--- src/rtl/display_pkg.sv ---
// Shared constants and helpers for the 4-digit multiplexed 7-segment scan path.
// Segment codes are active-high, bit0 = a ... bit6 = g.
package display_pkg;

  localparam int NUM_SLOTS = 8;
  localparam int NUM_DIGITS = 4;

  localparam logic [6:0] SEG_DIGIT [0:9] = '{
    7'h3F, 7'h06, 7'h5B, 7'h4F, 7'h66,
    7'h6D, 7'h7D, 7'h07, 7'h7F, 7'h6F
  };

  localparam logic [2:0] SLOT_LO_ONES = 3'd1;
  localparam logic [2:0] SLOT_LO_TENS = 3'd3;
  localparam logic [2:0] SLOT_HI_ONES = 3'd5;
  localparam logic [2:0] SLOT_HI_TENS = 3'd7;
  localparam logic [2:0] SLOT_LAST    = 3'd7;

  localparam logic [3:0] DIG_NONE    = 4'b0000;
  localparam logic [3:0] DIG_LO_ONES = 4'b0001;
  localparam logic [3:0] DIG_LO_TENS = 4'b0010;
  localparam logic [3:0] DIG_HI_ONES = 4'b0100;
  localparam logic [3:0] DIG_HI_TENS = 4'b1000;

  // Frame-stable copy of the inputs; mask bit0 = low field, bit1 = high field.
  typedef struct packed {
    logic [1:0] mask;
    logic [5:0] hi;
    logic [5:0] lo;
  } snap_t;

  function automatic logic [3:0] bcd_ones(input logic [5:0] v);
    logic [5:0] r;
    r = v % 6'd10;
    return r[3:0];
  endfunction

  // 60..63 give a tens digit of 6 and are shown literally.
  function automatic logic [3:0] bcd_tens(input logic [5:0] v);
    logic [5:0] r;
    r = v / 6'd10;
    return r[3:0];
  endfunction

endpackage

--- src/rtl/seg7_decode.sv ---
// Combinational BCD digit to active-high 7-segment code; non-decimal codes blank.
module seg7_decode
  import display_pkg::*;
(
  input  logic [3:0] i_digit,
  output logic [6:0] o_seg
);

  always_comb begin
    o_seg = '0;
    for (int d = 0; d < 10; d++) begin
      if (i_digit == 4'(d)) o_seg = SEG_DIGIT[d];
    end
  end

endmodule

--- src/rtl/display_scan_ctrl.sv ---
// 8-slot scan scheduler for a 4-digit multiplexed 7-segment display.
// Even slots blank the pads, odd slots drive one digit of a frame-latched snapshot.
module display_scan_ctrl
  import display_pkg::*;
#(
  parameter int PRESCALE     = 1000,
  parameter int BLINK_FRAMES = 64
) (
  input  logic        clock,
  input  logic        reset,
  input  logic        enable,
  input  logic [11:0] data_show,
  input  logic [1:0]  blink_mask,
  output logic [2:0]  byte_status,
  output logic [3:0]  bytee,
  output logic [6:0]  segment,
  output logic        frame_start
);

  localparam int PS_W = $clog2(PRESCALE);
  localparam int BL_W = $clog2(BLINK_FRAMES + 1);
  localparam logic [PS_W-1:0] PS_LAST = PS_W'(PRESCALE - 1);
  localparam logic [BL_W-1:0] BL_LAST = BL_W'(BLINK_FRAMES - 1);

  logic [PS_W-1:0] r_psc;
  logic [2:0]      r_slot;
  snap_t           r_snap;
  logic [BL_W-1:0] r_blink_cnt;
  logic            r_blink_vis;
  logic [3:0]      r_bytee;
  logic [6:0]      r_segment;
  logic            r_frame_start;

  logic       w_slot_end;
  logic       w_wrap;
  logic [2:0] w_slot_nxt;
  logic [3:0] w_en;
  logic [3:0] w_digit;
  logic       w_blank;
  logic       w_show;
  logic [6:0] w_seg;

  assign w_slot_end = enable && (r_psc == PS_LAST);
  assign w_wrap     = w_slot_end && (r_slot == SLOT_LAST);
  assign w_slot_nxt = w_slot_end ? r_slot + 3'd1 : r_slot;

  // Outputs are computed from the slot being entered so that slot, enables
  // and segments all land on the same edge.
  always_comb begin
    w_en    = DIG_NONE;
    w_digit = 4'd0;
    w_blank = 1'b0;
    case (w_slot_nxt)
      SLOT_LO_ONES: begin
        w_en    = DIG_LO_ONES;
        w_digit = bcd_ones(r_snap.lo);
        w_blank = !r_blink_vis && r_snap.mask[0];
      end
      SLOT_LO_TENS: begin
        w_en    = DIG_LO_TENS;
        w_digit = bcd_tens(r_snap.lo);
        w_blank = !r_blink_vis && r_snap.mask[0];
      end
      SLOT_HI_ONES: begin
        w_en    = DIG_HI_ONES;
        w_digit = bcd_ones(r_snap.hi);
        w_blank = !r_blink_vis && r_snap.mask[1];
      end
      SLOT_HI_TENS: begin
        w_en    = DIG_HI_TENS;
        w_digit = bcd_tens(r_snap.hi);
        w_blank = !r_blink_vis && r_snap.mask[1];
      end
      default: ;
    endcase
  end

  assign w_show = (w_en != DIG_NONE) && !w_blank;

  seg7_decode u_dec (
    .i_digit (w_digit),
    .o_seg   (w_seg)
  );

  always_ff @(posedge clock or posedge reset) begin
    if (reset) begin
      r_psc  <= '0;
      r_slot <= '0;
    end else if (enable) begin
      r_psc  <= w_slot_end ? '0 : r_psc + 1'b1;
      r_slot <= w_slot_nxt;
    end
  end

  // Snapshot and blink state only move on the frame wrap, so a frame never tears.
  always_ff @(posedge clock or posedge reset) begin
    if (reset) begin
      r_snap      <= '0;
      r_blink_cnt <= '0;
      r_blink_vis <= 1'b1;
    end else if (w_wrap) begin
      r_snap <= '{mask: blink_mask, hi: data_show[11:6], lo: data_show[5:0]};
      if (r_blink_cnt == BL_LAST) begin
        r_blink_cnt <= '0;
        r_blink_vis <= ~r_blink_vis;
      end else begin
        r_blink_cnt <= r_blink_cnt + 1'b1;
      end
    end
  end

  always_ff @(posedge clock or posedge reset) begin
    if (reset) begin
      r_bytee       <= '0;
      r_segment     <= '0;
      r_frame_start <= 1'b0;
    end else begin
      r_frame_start <= w_wrap;
      if (enable && w_show) begin
        r_bytee   <= w_en;
        r_segment <= w_seg;
      end else begin
        r_bytee   <= '0;
        r_segment <= '0;
      end
    end
  end

  assign byte_status = r_slot;
  assign bytee       = r_bytee;
  assign segment     = r_segment;
  assign frame_start = r_frame_start;

endmodule

--- config.mk ---
export PLATFORM = sky130hd
export DESIGN_NAME = display_scan_ctrl
export DESIGN_NICKNAME = d
export VERILOG_FILES = /design/src/rtl/display_pkg.sv /design/src/rtl/seg7_decode.sv /design/src/rtl/display_scan_ctrl.sv
export SDC_FILE = /design/constraint.sdc
export NUM_CORES = 1
export LEC_CHECK = 0
export ABC_AREA = 1
export BUFFER_PORTS_ARGS = -buffer_cell sky130_fd_sc_hd__buf_2
export CELL_PAD_IN_SITES_DETAIL_PLACEMENT = 0
export CELL_PAD_IN_SITES_GLOBAL_PLACEMENT = 1
export CORE_MARGIN = 5
export CORE_UTILIZATION = 47
export CTS_CLUSTER_DIAMETER = 50
export DETAILED_ROUTE_END_ITERATION = 10
export HOLD_SLACK_MARGIN = 0.05
export PLACE_DENSITY_LB_ADDON = 0.1
export SYNTH_ARGS = -nofsm -noshare
export SYNTH_HDL_FRONTEND = slang
export SYNTH_SLANG_ARGS = --single-unit
--- constraint.sdc ---
create_clock -name clock -period 7.2 [get_ports clock]
set_clock_uncertainty 0.1 [all_clocks]
set_input_delay 0.72 -clock clock [delete_from_list [all_inputs] [get_ports clock]]
set_output_delay 0.72 -clock clock [all_outputs]
set_load 0.05 [all_outputs]
# Yosys cells after proc, flatten, opt, wreduce, memory -nomap -nowiden
# Index checks and enable logic that the tools add are counted.
# op_classes
n_addsub	3
div_mod_pow	4
eq_ne	16
mux	18
n_bitwise	1
n_reduce_logical	13
# op_table
operator	n
7-bit 2-to-1 mux	10
4-bit one-hot mux with 4 select lines	2
4-bit by 3-bit == test with 1-bit output (second input constant)	4
6-bit by 4-bit divider with 6-bit output (second input constant)	2
6-bit by 4-bit modulo with 6-bit output (second input constant)	2
6-bit 2-to-1 mux	2
10-bit by 1-bit adder with 10-bit output (second input constant)	1
10-bit == test (second input constant)	1
10-bit 2-to-1 mux	1
3-bit == test (second input constant)	3
4-bit by 2-bit == test with 1-bit output (second input constant)	2
4-bit == test (second input constant)	2
7-bit by 1-bit adder with 7-bit output (second input constant)	1
7-bit by 6-bit == test with 1-bit output (second input constant)	1
1-bit logical AND	6
4-bit by 1-bit == test with 1-bit output (second input constant)	1
4-bit logical NOT	1
4-bit 2-to-1 mux	1
4-bit nonzero test	1
2-bit OR reduction	2
3-bit by 1-bit adder with 3-bit output (second input constant)	1
3-bit by 1-bit == test with 1-bit output (second input constant)	1
3-bit by 2-bit == test with 1-bit output (second input constant)	1
3-bit 2-to-1 mux	1
other kinds (4)	5
# word_totals
regBits	47
inputBits	17
out_inout_bits	15
word_cells	65

# Logic depth before layout (Yosys ltp)
# logic_depth
word_depth	17
ltp_mapped	31
ltp_nobuf	31

# Cells and area by module
# A second synthesis with hierarchy kept.
# hier_totals
hier_cells	388
area_unflattened_um2	2986.6
# modules_own_cells
mod	instances	cells_each	area_per_inst_um2	seq_area_each_um2
display_scan_ctrl	1	359	2850.2	1177.4
seg7_decode	1	29	136.4	0.0

# Least setup slack after synthesis
# No wires, ideal clock.
# synth_timing
path_type	reg-to-reg
startpoint	register r_slot[0], in the netlist byte_status[0]
endpoint	register r_segment[0], in the netlist segment[0]
setup_ns	0.127
arrival_time_ns	3.403
required_time_ns	6.973
slack_ns	3.570
path_stages_with_launch	26
n_path_buf	0
period_less_slack_ns	3.630
cell_sequence	dfrtp_1 ha_1 ha_1 nand4_1 nand2_4 inv_2 nor2_4 nand2_1 nand2_2 inv_2 ha_1 a21oi_1 a21oi_4 o21ai_1 nand2_2 ha_1 inv_1 nand2_1 nand2_1 nand2_2 nand2_2 nor2_1 nand2_1 nand3_2 nor2_2 nor2_2
# synth_via
elab_chain_cells	16
elab_cells_between_ends	36
cone_classes	add/sub: 1; eq/ne: 13; mux: 15; reduce/logical: 7
# synth_rtl
item	line	source
start, declared	display_scan_ctrl.sv:26	logic [2:0] r_slot;
start signal, assigned	display_scan_ctrl.sv:91	r_slot <= w_slot_nxt;
3-bit by 1-bit adder with 3-bit output	display_scan_ctrl.sv:45	assign w_slot_nxt = w_slot_end ? r_slot + 3'd1 : r_slot;
3-bit 2-to-1 mux *	display_scan_ctrl.sv:45	
3-bit == test (tied with other cells)	display_scan_ctrl.sv:53	case (w_slot_nxt)
4-bit one-hot mux with 4 select lines	display_scan_ctrl.sv:53	
4-bit logical NOT	seg7_decode.sv:12	if (i_digit == 4'(d)) o_seg = SEG_DIGIT[d];
6-bit 2-to-1 mux (2 in a row)	seg7_decode.sv:12	
7-bit 2-to-1 mux (8 in a row)	seg7_decode.sv:12	
7-bit 2-to-1 mux *	display_scan_ctrl.sv:119	if (enable && w_show) begin
end signal, assigned	display_scan_ctrl.sv:121	r_segment <= w_seg;
end, declared	display_scan_ctrl.sv:31	logic [6:0] r_segment;
# Mark *: on every way between the ends. The rest lies on a longest branch, timed or not.
# A chain may end at the register's enable or synchronous reset.

# Worst setup path after layout
# layout_timing
startpoint	register r_psc[0]
endpoint	register r_segment[1], in the netlist segment[1]
# layout_via
elab_chain_cells	17
elab_cells_between_ends	37
cone_classes	eq/ne: 14; mux: 15; reduce/logical: 8
# layout_rtl
item	line	source
start, declared	display_scan_ctrl.sv:25	logic [PS_W-1:0] r_psc;
start signal, assigned	display_scan_ctrl.sv:90	r_psc <= w_slot_end ? '0 : r_psc + 1'b1;
10-bit == test *	display_scan_ctrl.sv:43	assign w_slot_end = enable && (r_psc == PS_LAST);
1-bit logical AND *	display_scan_ctrl.sv:43	
3-bit 2-to-1 mux *	display_scan_ctrl.sv:45	
3-bit == test (tied with other cells)	display_scan_ctrl.sv:53	
4-bit one-hot mux with 4 select lines	display_scan_ctrl.sv:53	
4-bit logical NOT	seg7_decode.sv:12	
6-bit 2-to-1 mux (2 in a row)	seg7_decode.sv:12	
7-bit 2-to-1 mux (8 in a row)	seg7_decode.sv:12	
7-bit 2-to-1 mux *	display_scan_ctrl.sv:119	
# Marked as above.

==> reports/metrics.yaml <==
min_path:
  min_to: "r_snap[12]"
  hp-start: "r_snap[12]"
  hp-class: "reg -> reg"
  hold_depth: 2
flow_run:
  maxCapViolCount: 0
logic_synthesis:
  yosys_warnings: 0
  ys_seq_elements: 47
  netlist-cell-type-count: 41
  synth_top_flop_cell: "dfrtp_1"
  synth_area_leaders: "dfrtp_1, nand2_1, inv_1"
  synth_area_um2: 2960
  synthArstFlopShare_pct: 100
  synth_edf_count: 0
  yosysTopAreaCell: "dfrtp_1"
  synth_fp_nets: 399
  yosysTopAreaCellShare_pct: 38.9
  synthCells: 371
  syn_avg_cell_area_um2: 7.98
  yosysSeqAreaShare_pct: 39.8
power:
  p_int_uw: 373
  swShare_pct: 29.4
  pwr-share-seq_pct: 56.3
  ir_drop_uv: 110
  p_leak_uw: 0.00175
  power_switching_uw: 156
  power.density_nw_per_um2: 160
  pwr-share-clk_pct: 33.0
  combPwrFrac_pct: 10.7
sta:
  finalCriticalPeriod_ns: 3.76
  slew_viol_final: 0
  hold_viol: 0
  slew_headroom_pct: 36.8
  worstMarginPinSlew_ns: 0.947
  finalCritPeriodShare_pct: 52.2
  max_freq_mhz: 266
  rsz0062_at_grt: "no"
  holdWs_ns: 0.408
  finalSetupViolations: 0
  tns_ns: 0
clock_network:
  clk_pin_slew_worst_paths_ns: 0.10
  cts_root_buffer: "clkbuf_8"
  clk_latency_ns: 0.31
  cts_setup_buffers: 0
  tritoncts: "done"
  cts_sinks: 47
  cts_buffer_depth: 2
  cts_resized: 0
  htreeDepth: 2
  cts_buffers: 5
  cts_hold_buf: 0
worst_setup_path:
  worst_path_most_repeated_cell: "nand2_1"
  critPathKind: "reg -> reg"
  r2r_start: "r_psc[0]"
  crit_slowest_cell: "dfrtp_1"
  crit_required_ns: 7.29
  start_kind: "flip-flop"
  cp_max_fo: 10
  end_kind: "flip-flop"
  worst_path_largest_cell_delay_ns: 0.41
  r2r_end: "segment[1]"
  arrival_ns: 3.84
  r2r_slack_ns: 3.44
  r2r_cells: 26
layout:
  synthToLayoutAreaGrowth_pct: 11.5
  final_nets: 435
  drive_gt1_share_pct: 24.8
  final_common_cell: "nand2_1"
  final_cell_mix: "nand2_1, dfrtp_1, inv_1"
  diodes: 0
  design_area_um2: 3300
  final_util_pct: 52.9
die:
  start_util_pct: 47.5
  fp.dieArea_um2: 7990
  die_w_um: 89.4
  coreArea_um2: 6240
  io_pins: 32
  dieHeight_um: 89.4
  rows: 29
routing:
  drt_iter0_drc: 95
  wire_per_inst_um: 12.2
  num_vias: 2439
  drc: 0
  via_per_inst: 5.03
  antenna_left: 0
  wl_um: 5910
  dr.pass1.iters: 4
global_route:
  grt_pass1_vias: 2323
  overflow: 0
  grt_max_degree: 48
  grt_usage_pct: 16.7
  grt_pass1_wl_um: 10500
  antenna_found_initial: 0
placed_design:
  hpwlAfterDp_um: 4650
  dpl-instance-area_um2: 3210
  io_buffers: 31
  gp_congestion: 0.880
status:
  outcome: "complete, no violations"
[synthesized netlist by cell type (3+ instances only)]
| cell | number |
|---|---|
| nor2_4 | 3 |
| o21ai_1 | 3 |
| inv_2 | 9 |
| dfrtp_1 | 46 |
| xor2_1 | 4 |
| nand2_2 | 14 |
| inv_1 | 43 |
| nor3_1 | 11 |
| nand3_1 | 21 |
| nand3_2 | 6 |
| nor2_2 | 4 |
| nand2_4 | 8 |
| o21ai_2 | 4 |
| a21oi_1 | 17 |
| o21ai_0 | 16 |
| nand4_1 | 8 |
| nand3_4 | 3 |
| ha_1 | 11 |
| nand2_1 | 97 |
| nor2_1 | 18 |
[cell type report]
class	instances	area, um^2
repair buffers	32	163
well taps	77	96.3
flip-flops and latches	47	1180
multi-input cells	268	1570
clock inverters	3	28.8
inverters	53	200
clock buffers	5	68.8
fillers	618	2940
[layer usage]
layer  track usage [%]  part of all wire, %
met1              23.5                   48
met2              25.9                   44
met3              3.50                  5.9
met4              5.01                  1.3
met5                 0                    0
[flip-flops by register name (all words and copies together), names as in the netlist]
name         count
byte_status      3
bytee            4
frame_start      1
r_blink_cnt      7
r_blink_vis      1
r_psc           10
r_snap          14
segment          7
[cells by family after synthesis]
logic type / synth area share [%]
muxes: 0.338
and+or+nand+nor: 36.4
AOI/OAI and AO/OA: 10.4
DFF: 39.8
buffers and inverters: 7.27
xor gates and xnor gates: 1.18
adders and majority gates: 4.65
[power groups by stage]
stage	combinational (uW)	clock [uW]	sequential [uW]
final	56.4	175	298
after global routing	67.8	195	301
after CTS	58.0	183	298
after detailed placement	58.3	0	303
after global placement	55.9	0	303
after floorplan	46.1	0	299
[metrics by stage]
step,power (uW),setup WS (ns),cells
2_1_floorplan,345,3.57,371
3_3_place_gp,359,3.21,477
3_5_place_dp,361,3.13,477
4_1_cts,538,3.38,485
5_1_grt,564,2.98,485
6_report,529,3.44,485
[how the worst max path moves through the flow]
stage                        start          to  slack, ns  cells after the start
CTS                       r_psc[0]  segment[1]       3.38                     26
global route              r_psc[0]  segment[0]       2.98                     27
finish                    r_psc[0]  segment[1]       3.44                     26
floorplan           byte_status[0]  segment[0]       3.57                     25
detailed placement          enable  segment[1]       3.13                     26
global placement            enable  segment[1]       3.21                     26
[critical path, delay by kind of cell (launching register included)]
| kind | cells | cell delay, ns |
|---|---|---|
| buffers and inverters | 3 | 0.19 |
| AO/OA/AOI/OAI | 3 | 0.47 |
| adder cells (fa/ha/maj) | 3 | 0.79 |
| AND/OR/NAND/NOR | 17 | 1.65 |
| flip-flops | 1 | 0.41 |
Note: power is estimated with default switching activity, not from simulation.
